**src/rtl/nr_div_pkg.sv**
```systemverilog
// ============================================================================
//  Module   : nr_div_pkg
//  Brief    : Shared state encoding and default width for the divider.
//  Revision : 1.0
// ============================================================================
`default_nettype none

package nr_div_pkg;

    localparam int c_DEF_WIDTH = 16;

    typedef logic [1:0] state_t;

    localparam state_t c_IDLE = 2'd0;
    localparam state_t c_ITER = 2'd1;
    localparam state_t c_FIX  = 2'd2;
    localparam state_t c_DONE = 2'd3;

endpackage

`default_nettype wire

```
**src/rtl/nr_divider_if.sv**
```systemverilog
// ============================================================================
//  Module   : nr_divider_if
//  Brief    : Start/done request bus between a requester and the divider.
//  Revision : 1.0
// ============================================================================
`default_nettype none

interface nr_divider_if #(
    parameter int WIDTH = nr_div_pkg::c_DEF_WIDTH
);
    logic             start;
    logic [WIDTH-1:0] dividend;
    logic [WIDTH-1:0] divisor;
    logic             busy;
    logic             done;
    logic [WIDTH-1:0] quotient;
    logic [WIDTH-1:0] remainder;
    logic             div_by_zero;

    modport master (
        output start, dividend, divisor,
        input  busy, done, quotient, remainder, div_by_zero
    );

    modport slave (
        input  start, dividend, divisor,
        output busy, done, quotient, remainder, div_by_zero
    );
endinterface

`default_nettype wire

```
**src/rtl/nr_div_datapath.sv**
```systemverilog
// ============================================================================
//  Module   : nr_div_datapath
//  Brief    : A/Q/M registers, (WIDTH+1)-bit add/sub unit and iteration counter.
//  Revision : 1.0
// ============================================================================
`default_nettype none

module nr_div_datapath
    import nr_div_pkg::*;
#(
    parameter int WIDTH = c_DEF_WIDTH
) (
    input  wire logic             clk,
    input  wire logic             rst_n,
    input  wire logic             i_load,
    input  wire logic             i_iter,
    input  wire logic             i_fix,
    input  wire logic [WIDTH-1:0] i_dividend,
    input  wire logic [WIDTH-1:0] i_divisor,
    output logic                  o_a_sign,
    output logic                  o_cnt_last,
    output logic [WIDTH-1:0]      o_q,
    output logic [WIDTH-1:0]      o_a_low,
    output logic [WIDTH-1:0]      o_a_fixed_low
);

    localparam int CW = $clog2(WIDTH + 1);

    logic [WIDTH:0]   r_a;
    logic [WIDTH-1:0] r_q;
    logic [WIDTH-1:0] r_m;
    logic [CW-1:0]    r_cnt;

    logic [WIDTH:0]   w_m_ext;
    logic [WIDTH:0]   w_shift;
    logic [WIDTH:0]   w_step;
    logic [WIDTH:0]   w_fix;

    assign w_m_ext = {1'b0, r_m};
    assign w_shift = {r_a[WIDTH-1:0], r_q[WIDTH-1]};
    // Operation is chosen by the sign of A before the shift.
    assign w_step  = r_a[WIDTH] ? (w_shift + w_m_ext) : (w_shift - w_m_ext);
    assign w_fix   = r_a + w_m_ext;

    always_ff @(posedge clk or negedge rst_n) begin
        if (!rst_n) begin
            r_a   <= '0;
            r_q   <= '0;
            r_m   <= '0;
            r_cnt <= '0;
        end else if (i_load) begin
            r_a   <= '0;
            r_q   <= i_dividend;
            r_m   <= i_divisor;
            r_cnt <= CW'(WIDTH);
        end else if (i_iter) begin
            r_a   <= w_step;
            r_q   <= {r_q[WIDTH-2:0], ~w_step[WIDTH]};
            r_cnt <= r_cnt - CW'(1);
        end else if (i_fix && r_a[WIDTH]) begin
            r_a   <= w_fix;
        end
    end

    assign o_a_sign      = r_a[WIDTH];
    assign o_cnt_last    = (r_cnt == CW'(1));
    assign o_q           = r_q;
    assign o_a_low       = r_a[WIDTH-1:0];
    assign o_a_fixed_low = w_fix[WIDTH-1:0];

endmodule

`default_nettype wire

```
**src/rtl/nr_divider.sv**
```systemverilog
// ============================================================================
//  Module   : nr_divider
//  Brief    : Sequential unsigned non-restoring divider, controller and results.
//  Revision : 1.0
// ============================================================================
`default_nettype none

module nr_divider
    import nr_div_pkg::*;
#(
    parameter int WIDTH = c_DEF_WIDTH
) (
    input  wire logic   clk,
    input  wire logic   rst_n,
    nr_divider_if.slave bus
);

    state_t           r_state;
    logic [WIDTH-1:0] r_quotient;
    logic [WIDTH-1:0] r_remainder;
    logic             r_dz;

    logic             w_load;
    logic             w_a_sign;
    logic             w_cnt_last;
    logic [WIDTH-1:0] w_q;
    logic [WIDTH-1:0] w_a_low;
    logic [WIDTH-1:0] w_a_fixed_low;
    logic [WIDTH-1:0] w_rem_final;

    assign w_load      = (r_state == c_IDLE) && bus.start;
    // Results load on the FIX->DONE edge, so the correction is applied here too.
    assign w_rem_final = w_a_sign ? w_a_fixed_low : w_a_low;

    nr_div_datapath #(
        .WIDTH (WIDTH)
    ) u_datapath (
        .clk           (clk),
        .rst_n         (rst_n),
        .i_load        (w_load),
        .i_iter        (r_state == c_ITER),
        .i_fix         (r_state == c_FIX),
        .i_dividend    (bus.dividend),
        .i_divisor     (bus.divisor),
        .o_a_sign      (w_a_sign),
        .o_cnt_last    (w_cnt_last),
        .o_q           (w_q),
        .o_a_low       (w_a_low),
        .o_a_fixed_low (w_a_fixed_low)
    );

    always_ff @(posedge clk or negedge rst_n) begin
        if (!rst_n) begin
            r_state     <= c_IDLE;
            r_quotient  <= '0;
            r_remainder <= '0;
            r_dz        <= 1'b0;
        end else begin
            case (r_state)
                c_IDLE: begin
                    if (bus.start) begin
                        if (bus.divisor == '0) begin
                            r_state     <= c_DONE;
                            r_quotient  <= '1;
                            r_remainder <= bus.dividend;
                            r_dz        <= 1'b1;
                        end else begin
                            r_state     <= c_ITER;
                        end
                    end
                end
                c_ITER: begin
                    if (w_cnt_last) begin
                        r_state <= c_FIX;
                    end
                end
                c_FIX: begin
                    r_state     <= c_DONE;
                    r_quotient  <= w_q;
                    r_remainder <= w_rem_final;
                    r_dz        <= 1'b0;
                end
                default: begin
                    r_state <= c_IDLE;
                end
            endcase
        end
    end

    assign bus.busy        = (r_state != c_IDLE);
    assign bus.done        = (r_state == c_DONE);
    assign bus.quotient    = r_quotient;
    assign bus.remainder   = r_remainder;
    assign bus.div_by_zero = r_dz;

endmodule

`default_nettype wire
```
**src/flat_wrapper.sv**
```systemverilog
// flat-port wrapper written by rule: the top's interface ports become plain ports
module nr_divider_flat import nr_div_pkg::*;
#(
    parameter int WIDTH = c_DEF_WIDTH
)
  (clk, rst_n, bus_start, bus_dividend, bus_divisor, bus_busy, bus_done, bus_quotient, bus_remainder, bus_div_by_zero);
  nr_divider_if #(.WIDTH(WIDTH)) bus_i ();
  input  wire logic clk;
  input  wire logic rst_n;
  input wire logic [$bits(bus_i.start)-1:0] bus_start;
  input wire logic [$bits(bus_i.dividend)-1:0] bus_dividend;
  input wire logic [$bits(bus_i.divisor)-1:0] bus_divisor;
  output wire logic [$bits(bus_i.busy)-1:0] bus_busy;
  output wire logic [$bits(bus_i.done)-1:0] bus_done;
  output wire logic [$bits(bus_i.quotient)-1:0] bus_quotient;
  output wire logic [$bits(bus_i.remainder)-1:0] bus_remainder;
  output wire logic [$bits(bus_i.div_by_zero)-1:0] bus_div_by_zero;
  assign bus_i.start = bus_start;
  assign bus_i.dividend = bus_dividend;
  assign bus_i.divisor = bus_divisor;
  assign bus_busy = bus_i.busy;
  assign bus_done = bus_i.done;
  assign bus_quotient = bus_i.quotient;
  assign bus_remainder = bus_i.remainder;
  assign bus_div_by_zero = bus_i.div_by_zero;
  nr_divider #(.WIDTH(WIDTH)) u_core (.clk(clk), .rst_n(rst_n), .bus(bus_i));
endmodule
```
**config.mk**
```make
export PLATFORM = sky130hd
export DESIGN_NAME = nr_divider_flat
export DESIGN_NICKNAME = d
export VERILOG_FILES = /design/src/rtl/nr_div_pkg.sv /design/src/rtl/nr_divider_if.sv /design/src/rtl/nr_div_datapath.sv /design/src/rtl/nr_divider.sv /design/src/flat_wrapper.sv
export SDC_FILE = /design/constraint.sdc
export NUM_CORES = 1
export LEC_CHECK = 0
export ABC_AREA = 1
export CORE_MARGIN = 4
export CORE_UTILIZATION = 40
export DETAILED_ROUTE_END_ITERATION = 10
export HOLD_SLACK_MARGIN = 0.05
export PLACE_DENSITY = 0.62
export SYNTH_ARGS = -nofsm -noshare
export SYNTH_HDL_FRONTEND = slang
export SYNTH_SLANG_ARGS = --single-unit
```
**constraint.sdc**
```tcl
create_clock -name clk -period 3.1 [get_ports clk]
set_clock_uncertainty 0.05 [all_clocks]
set_input_delay 0.62 -clock clk [delete_from_list [all_inputs] [get_ports clk]]
set_output_delay 0.62 -clock clk [all_outputs]
set_load 0.03 [all_outputs]
```
==> reports/qor.txt, run 1 <==
Status = complete, no violations
Final setup viols = 0
Synthesized flop and latch total = 89
Cell area after synthesis = 6460 sq um
Synth area leader = dfrtp_1
DRC Markers = 0
# Post-CTS Setup Buffers = 0
Die Height = 135 microns
Wire per inst = 15.6 microns
Layout Cells excl Fill = 1,254
Vias per cell = 5.06
DRT iter0 DRCs = 485
GRT overflow = 0
Distinct cells, synth = 37
Largest net degree at the start of global routing = 45
Final Wtd Congestion = 0.895
Met2 usage = 35.5%
Worst-path clk slew = 0.07 ns
CTS Buf Count = 9
DIE WIDTH = 135 microns
Worst-margin pin slew = 0.561 ns
Crit-path cells = clkinvlp_4, buf_4, o31ai_1, xnor2_1, ha_1, nand2_1, nor2_1, and2_1, nand2_1, nand3_1, nand3_1, nand3_1, nand2_1
Synth top cells by count = nand2_1 (282), inv_1 (147), nand3_1 (97), nor2_1 (94), dfrtp_1 (89)
Setup TNS = 0 ns
Pre-antenna DRT Iters = 5
Met1 Use GR = 30.5%
GRT Total Usage = 21.7%
CP max FO = 11
Syn_area_per_cell = 6.72 sq um
Setup crit end kind = register
Post-synth top flop = dfrtp_1
Register area share after synthesis = 34.5%
Routed Antenna Nets = 0
GRT busiest layer = met2
EDFF count, synth = 0
Worst EP required = 3.29 ns
Antenna violations before repair = 1
RSZ-0062 raised after global routing = no
H-tree depth = 3
Final Hold Vio Count = 0
Setup Crit Path Kind = reg -> reg
TritonCTS clock tree = done
Pins Over Slew Limit = 0
Post-DP HPWL = 15.2 mm
Layout cell share with drive strength beyond 1 = 4.53%
CTS Buffer Depth = 2
Sink Count = 89
Rows = 46
Worst skew pair latency = 0.35 ns
Fraction of registers with async set/reset = 100%
Achievable Freq = 0.359 GHz
N_diodes = 0
Initial Util = 40.8%
Critical path launch point type = register
Max cap viols = 0
Root Driver = clkbuf_16
Min Tclk post-route = 2.79 ns
Met3 Track Usage GR = 3.61%
Detailed-route via count = 6,342
Area delta synth->final = 20.0%
Relative slew margins = 62.6%
Final WL = 19.5 mm
Die area = 18,200 sq um
Placed cell count = 1,238
Core area = 15,800 sq um
Warnings, synthesis = 0
Top cells by area, synth = dfrtp_1 (34%), nand2_1 (16%), inv_1 (8.5%)
Post-synth top area share = 34.5%
Tcrit/Tclk final = 89.8%
Vias in the first global route = 6,017
Worst EP arrival = 2.97 ns
# IOs = 70
WHS = 0.192 ns
CP peak stage delay = 0.56 ns
Hold/Removal Path Class = in -> async
Cells after Synth = 961
Syn Nets = 1,039
Count leader, synth = nand2_1
First-pass GRT wire length = 31.3 mm
CP max-delay cell = dfrtp_1
Number of buffers added on ports = 69
Final #Nets = 1,111
[kinds of logic after synthesis]
logic type / count (synthesis) / synth area share (%)
compound gates: 132 / 11.5
flops: 89 / 34.5
simple gates: 496 / 31.6
buf+inv: 180 / 11.0
fa+ha+maj: 43 / 8.56
xor+xnor: 21 / 2.85
[layout make-up]
| type | count | area, sq um |
|---|---|---|
| timing repair buffer | 90 | 846 |
| inverter | 151 | 571 |
| clock inverter | 7 | 83.8 |
| clock buffer | 9 | 225 |
| sequential | 89 | 2230 |
| tap | 216 | 270 |
| fill | 1656 | 8070 |
| multi-input combinational | 692 | 3530 |
[worst max-delay path, delay by kind of cell, from the launching register on]
family	cells	cell delay, ns
AOI/OAI and AO/OA	1	0.10
xor gates and xnor gates	1	0.13
adders and majority gates	1	0.37
buffers and inverters	2	0.49
DFF	1	0.56
and+or+nand+nor	8	0.96
[cells in the final DEF (no fill, tap or decap), types with 22 or more instances in the layout]
| cell | netlist | layout |
|---|---|---|
| nand2_1 | 282 | 282 |
| inv_1 | 147 | 147 |
| nand3_1 | 97 | 97 |
| nor2_1 | 94 | 93 |
| dfrtp_1 | 89 | 89 |
| clkdlybuf4s50_1 | 0 | 68 |
| a21oi_1 | 51 | 50 |
| o21ai_0 | 41 | 41 |
| ha_1 | 41 | 41 |
| buf_4 | 4 | 22 |
[stage by stage]
stage | util (%) | setup slack (ns) | cell area (sq um)
floorplan | - | 0.548 | 6460
global placement | 46.9 | 0.296 | 7430
detailed placement | 46.9 | 0.208 | 7430
CTS | 48.9 | 0.205 | 7740
global route | 49.0 | 0.000814 | 7750
finish | 49.0 | 0.315 | 7750
[final timing paths]
check                                                  startpoint                                endpoint  slack [ns]  cells after the start
min in group clk           u_core.u_datapath.r_cnt[4]$_DFFE_PN0P_  u_core.u_datapath.r_cnt[4]$_DFFE_PN0P_        0.44                      1
hold reg to reg            u_core.u_datapath.r_cnt[4]$_DFFE_PN0P_  u_core.u_datapath.r_cnt[4]$_DFFE_PN0P_        0.44                      1
max in group asynchronous                                   rst_n   u_core.u_datapath.r_m[15]$_DFFE_PN0P_        2.02                      2
setup reg to reg            u_core.u_datapath.r_a[16]$_DFFE_PN0P_   u_core.u_datapath.r_a[13]$_DFFE_PN0P_        0.31                     13
setup / recovery            u_core.u_datapath.r_a[16]$_DFFE_PN0P_   u_core.u_datapath.r_a[13]$_DFFE_PN0P_        0.31                     13
hold / removal                                              rst_n      u_core.bus.quotient[4]$_DFFE_PN0P_        0.19                      1
[layer usage]
metal / part of all wire, % / wire [microns] / up-vias
li1: - / - / 3214
met1: 47 / 9250 / 2952
met2: 47 / 9150 / 153
met3: 4.6 / 895 / 21
met4: 1.1 / 222 / 2
met5: 0.067 / 13 / -
[flip-flops by register name (all words and copies together) (netlist names)]
| signal | flops |
|---|---|
| u_core.r_state | 2 |
| u_core.u_datapath.o_q | 16 |
| u_core.u_datapath.r_cnt | 5 |
| u_core.bus.div_by_zero | 1 |
| u_core.bus.quotient | 16 |
| u_core.bus.remainder | 16 |
| u_core.u_datapath.r_a | 17 |
| u_core.u_datapath.r_m | 16 |
[timing repair]
item | CTS | global route
hold buffers | 0 | 0
endpoints found under the setup margin | 0 | 4
resized for setup | 0 | 4
Power of run 1 is not shown: default switching activity piles up to over one toggle a cycle in this logic, so the estimate is an artifact.
==> inputs of run 2 (changes only) <==
--- a/config.mk
+++ b/config.mk
@@ -8,9 +8,11 @@
 export ABC_AREA = 1
 export CORE_MARGIN = 4
 export CORE_UTILIZATION = 40
+export CTS_BUF_LIST = sky130_fd_sc_hd__clkbuf_8
 export DETAILED_ROUTE_END_ITERATION = 10
 export HOLD_SLACK_MARGIN = 0.05
 export PLACE_DENSITY = 0.62
+export RECOVER_POWER = 25
 export SYNTH_ARGS = -nofsm -noshare
 export SYNTH_HDL_FRONTEND = slang
 export SYNTH_SLANG_ARGS = --single-unit
==> run 2 against run 1 <==
The flow now finishes with violations (max-capacitance violations, max-slew violations). Fmax is 0.49% higher. Global-route usage barely moved. Register-to-register slack about the same. Critical path depth did not move. First-iteration DRC count decreased by 13%. Core utilization down 0.66 points. Highest routed layer unchanged.
==> reports/qor.txt, run 2 (synthesis gave the netlist of run 1 again) <==
Die Height = 135 microns
Final #Nets = 1,111
Worst min-delay path startpoint = u_core.u_datapath.r_cnt[4]$_DFFE_PN0P_
First-pass GRT wire length = 31.3 mm
Setup TNS = 0 ns
Final Hold Vio Count = 0
Status = finished with violations
N_diodes = 0
Crit-path cells = clkinvlp_4, buf_4, o31ai_1, xnor2_1, ha_1, nand2_1, nor2_1, and2_1, nand2_1, nand3_1, nand3_1, nand3_1, nand2_1
RSZ-0062 raised after global routing = no
CP peak stage delay = 0.57 ns
GRT Total Usage = 21.7%
Most frequent cells in the layout = nand2_1 (282), inv_1 (147), nand3_1 (97), nor2_1 (93), dfrtp_1 (88)
Vias per cell = 5.02
Worst-margin pin slew = 2.35 ns
# Post-CTS Setup Buffers = 0
Hold/Removal Path Class = reg -> reg
Min Tclk post-route = 2.77 ns
DRT iter0 DRCs = 422
Failing checks = max-capacitance violations, max-slew violations
Tcrit/Tclk final = 89.4%
Setup crit end kind = register
Final setup viols = 0
Core area = 15,800 sq um
Critical path launch point type = register
Die area = 18,200 sq um
Number of buffers added on ports = 69
Pins Over Slew Limit = 45
Layout cell share with drive strength beyond 1 = 4.53%
Reg2reg start = u_core.u_datapath.r_a[16]$_DFFE_PN0P_
Area delta synth->final = 18.4%
Max cap viols = 1
Worst reg2reg endpoint = u_core.u_datapath.r_a[13]$_DFFE_PN0P_
Hold Path Sink = u_core.u_datapath.r_cnt[4]$_DFFE_PN0P_
Sink Count = 89
Worst EP arrival = 3.00 ns
Fillcell total = 1,667
Achievable Freq = 0.361 GHz
# IOs = 70
Initial Util = 40.8%
CTS Buf Count = 9
Relative slew margins = -56.4%
DIE WIDTH = 135 microns
Reg2Reg Depth = 13
Rows = 46
Wire per inst = 15.5 microns
Antenna violations before repair = 1
TritonCTS clock tree = done
Max reg flops = 17
Pre-antenna DRT Iters = 6
Worst-path clk slew = 0.10 ns
Most common cell after layout, fill and taps aside = nand2_1
DRC Markers = 0
WHS Path Cells = 1
Worst EP required = 3.33 ns
Vias in the first global route = 6,017
Detailed-route via count = 6,289
Largest net degree at the start of global routing = 45
Root Driver = clkbuf_8
Routed Antenna Nets = 0
CP max-delay cell = dfrtp_1
GRT overflow = 0
Final WL = 19.5 mm
Final Wtd Congestion = 0.895
Reg with most FFs = u_core.u_datapath.r_a
Post-DP HPWL = 15.2 mm
Setup Crit Path Kind = reg -> reg
Worst reg-to-reg setup slack = 0.33 ns
CTS Buffer Depth = 2
H-tree depth = 3
Worst skew pair latency = 0.40 ns
CP max FO = 11
[run 2: cell count changes in the layout (fill, tap and decap cells not counted), sizes merged]
cell    before  now
clkbuf       9   10
buf         22   21
[run 2: final cells by class]
cell class / instances / area (sq um) / share of cell area, %
inverter: 151 / 571 / 7.46
timing repair buffer: 90 / 842 / 11.0
clock inverter: 7 / 83.8 / 1.10
sequential: 89 / 2230 / 29.1
tap: 216 / 270 / 3.53
multi-input combinational: 692 / 3530 / 46.2
clock buffer: 9 / 124 / 1.62
[run 2: how the worst max path moves through the flow]
stage,endpoint,slack (ns),from
final,u_core.u_datapath.r_a[13]$_DFFE_PN0P_,0.33,u_core.u_datapath.r_a[16]$_DFFE_PN0P_
after global routing,u_core.u_datapath.r_a[16]$_DFFE_PN0P_,0.01,u_core.u_datapath.r_m[0]$_DFFE_PN0P_
after CTS,u_core.u_datapath.r_a[16]$_DFFE_PN0P_,0.20,u_core.u_datapath.r_m[1]$_DFFE_PN0P_
after detailed placement,u_core.u_datapath.r_a[16]$_DFFE_PN0P_,0.21,u_core.u_datapath.r_m[1]$_DFFE_PN0P_
after global placement,u_core.u_datapath.r_a[16]$_DFFE_PN0P_,0.30,u_core.u_datapath.r_m[1]$_DFFE_PN0P_
after floorplan,u_core.u_datapath.r_a[15]$_DFFE_PN0P_,0.55,u_core.u_datapath.r_m[1]$_DFFE_PN0P_
[run 2: worst max-delay path: cells and delay by family, from the launching register on]
kind	cells	cell delay [ns]
xor+xnor	1	0.13
flops	1	0.57
compound gates	1	0.10
buf+inv	2	0.49
simple gates	8	0.95
fa+ha+maj	1	0.37
[run 2: timing repair]
| action | 4_1_cts | 5_1_grt |
|---|---|---|
| hold buffers | 0 | 0 |
| endpoints found under the setup margin | 0 | 4 |
| resized for setup | 0 | 5 |
[run 2: per-stage QoR]
| step | cells | utilization, % | hold WS, ns | area (sq um) | setup slack [ns] |
|---|---|---|---|---|---|
| after floorplan | 961 | - | 0.274 | 6460 | 0.548 |
| after global placement | 1238 | 46.9 | 0.421 | 7430 | 0.296 |
| after detailed placement | 1238 | 46.9 | 0.424 | 7430 | 0.208 |
| after CTS | 1254 | 48.3 | 0.160 | 7640 | 0.201 |
| after global routing | 1254 | 48.3 | 0.471 | 7650 | 0.0145 |
| final | 1254 | 48.3 | 0.442 | 7650 | 0.328 |
[run 2: metal layers]
metal | share of wire, % | GRT usage [%] | vias to the layer above
met2 | 47 | 35.1 | 134
li1 | - | - | 3211
met1 | 47 | 30.3 | 2913
met3 | 4.8 | 4.14 | 29
met4 | 1.4 | 4.70 | 2
met5 | 0.067 | 0 | -
Power of run 2 is left out for the same reason.
==> inputs of run 3 (changes only) <==
--- a/config.mk
+++ b/config.mk
@@ -6,12 +6,14 @@
 export NUM_CORES = 1
 export LEC_CHECK = 0
 export ABC_AREA = 1
+export ABC_CLOCK_PERIOD_IN_PS = 3100
 export CORE_MARGIN = 4
 export CORE_UTILIZATION = 40
 export CTS_BUF_LIST = sky130_fd_sc_hd__clkbuf_8
 export DETAILED_ROUTE_END_ITERATION = 10
+export DONT_BUFFER_PORTS = 1
 export HOLD_SLACK_MARGIN = 0.05
-export PLACE_DENSITY = 0.62
+export PLACE_DENSITY = 0.56
 export RECOVER_POWER = 25
 export SYNTH_ARGS = -nofsm -noshare
 export SYNTH_HDL_FRONTEND = slang
==> run 3 against run 2 <==
The run still ends with max-capacitance violations, max-slew violations left. Die area is the same. Hold slack worse by 0.15 ns. Fmax shrank 2.5%. First-iteration DRC count is 0.24% higher. Critical endpoint is now u_core.u_datapath.r_a[16]$_DFFE_PN0P_. Highest routed layer is now met4.
==> reports/qor.txt, run 3 (synthesis gave the netlist of run 1 again) <==
DIE WIDTH = 135 microns
Final #Nets = 1,038
Most common cell after layout, fill and taps aside = nand2_1
Final setup viols = 0
H-tree depth = 3
Sink Count = 89
Vias per cell = 5.08
Die Height = 135 microns
# IOs = 70
Area delta synth->final = 7.51%
Die area = 18,200 sq um
Failing checks = max-capacitance violations, max-slew violations
N_diodes = 0
Worst-path clk slew = 0.10 ns
Antenna violations before repair = 0
Most frequent cells in the layout = nand2_1 (281), inv_1 (147), nand3_1 (97), nor2_1 (93), dfrtp_1 (88)
Setup Crit Path Kind = reg -> reg
Tcrit/Tclk final = 91.7%
Final WL = 19.3 mm
DRC Markers = 0
GRT Total Usage = 21.7%
CTS Buf Count = 9
Post-DP HPWL = 14.7 mm
Status = finished with violations
CTS Buffer Depth = 2
Final core utilization = 43.9%
Layout cell share with drive strength beyond 1 = 4.87%
Crit-path cells = inv_1, ha_1, nand2_1, nor2_4, nor2_1, a21oi_2, o21ai_1, xor2_1, ha_1, nand2_2, inv_1, nand2_1, nand2_1, inv_1, nand2_1, a21oi_1, nand2_1, nand3_1, nand3_1, nand2_1
Vias in the first global route = 5,688
Pins Over Slew Limit = 90
Worst skew pair latency = 0.38 ns
Pre-antenna DRT Iters = 5
Wire per inst = 16.3 microns
Core area = 15,800 sq um
Worst EP arrival = 3.11 ns
Root Driver = clkbuf_8
Reg with most FFs = u_core.u_datapath.r_a
Most frequent CP cell = nand2_1
Rows = 46
CP peak stage delay = 0.43 ns
First-pass GRT wire length = 31.1 mm
Number of buffers added on ports = 0
Final Hold Vio Count = 0
CP max-delay cell = dfrtp_1
Achievable Freq = 0.352 GHz
Initial Util = 40.8%
Critical path launch point type = register
Hold/Removal Path Class = in -> reg
Max cap viols = 1
Routed Antenna Nets = 0
DRT iter0 DRCs = 423
GRT overflow = 0
CP max FO = 5
Worst EP required = 3.37 ns
Max reg flops = 17
Min Tclk post-route = 2.84 ns
Largest net degree at the start of global routing = 90
Final Wtd Congestion = 0.873
Detailed-route via count = 6,002
Worst-margin pin slew = 2.29 ns
Setup crit end kind = register
Relative slew margins = -53.0%
TritonCTS clock tree = done
run 3: changes by cell type in the layout (fill, tap and decap cells not counted), moves of 2 or more:
cell / change
inv_6: -3
clkdlybuf4s50_1: -68
buf_4: -5
inv_8: +2
nor3_1: -2
nor3_2: +2
run 3: through the flow:
| step | std cells | setup WS [ns] | hold WS, ns | instance area [sq um] | TNS (ns) |
|---|---|---|---|---|---|
| after floorplan | 961 | 0.548 | 0.274 | 6460 | 0 |
| after CTS | 1181 | 0.117 | 0.0998 | 6930 | 0 |
| after global placement | 1164 | 0.229 | 0.276 | 6710 | 0 |
| after global routing | 1181 | -0.0191 | 0.287 | 6950 | -0.0191 |
| final | 1181 | 0.258 | 0.294 | 6950 | 0 |
| after detailed placement | 1164 | 0.164 | 0.277 | 6710 | 0 |
run 3: layout make-up:
class / instances / area [sq um]
multi-input combinational: 692 / 3560
timing repair buffer: 17 / 125
clock inverter: 7 / 75.1
inverter: 151 / 567
sequential: 89 / 2230
fill: 1671 / 8880
clock buffer: 9 / 124
tap: 216 / 270
run 3: worst max-delay path, delay by kind of cell (launching register included):
kind	cells	cell delay [ns]
AOI/OAI and AO/OA	3	0.38
buffers and inverters	3	0.21
DFF	1	0.43
xor gates and xnor gates	1	0.15
adders and majority gates	2	0.57
and+or+nand+nor	11	0.99
run 3: worst paths after layout:
check | start | end | slack [ns] | cells past startpoint
setup / recovery | u_core.u_datapath.r_m[0]$_DFFE_PN0P_ | u_core.u_datapath.r_a[16]$_DFFE_PN0P_ | 0.26 | 20
hold / removal | bus_divisor[14] | u_core.u_datapath.r_m[14]$_DFFE_PN0P_ | 0.29 | 2
setup reg to reg | u_core.u_datapath.r_m[0]$_DFFE_PN0P_ | u_core.u_datapath.r_a[16]$_DFFE_PN0P_ | 0.26 | 20
hold reg to reg | u_core.u_datapath.r_cnt[4]$_DFFE_PN0P_ | u_core.u_datapath.r_cnt[4]$_DFFE_PN0P_ | 0.45 | 1
max in group asynchronous | rst_n | u_core.u_datapath.r_m[1]$_DFFE_PN0P_ | 0.66 | 1
min in group asynchronous | rst_n | u_core.u_datapath.o_q[3]$_DFFE_PN0P_ | 0.81 | 1
run 3: metal layers:
metal  global-route usage [%]  vias to the layer above  routed length (microns)
li1                         -                     3063                        -
met1                     31.0                     2782                     9050
met2                     35.0                      144                     9030
met3                     3.65                       13                     1030
met4                     3.75                        0                      189
met5                        0                        -                        0
run 3: what timing repair did:
action | CTS | global route
endpoints found under the setup margin | 0 | 5
gates resized for setup | 0 | 10
hold buffers | 1 | 0
buffers inserted | 0 | 0
endpoints found under the hold margin | 89 | 0
Power of run 3 is left out for the same reason.
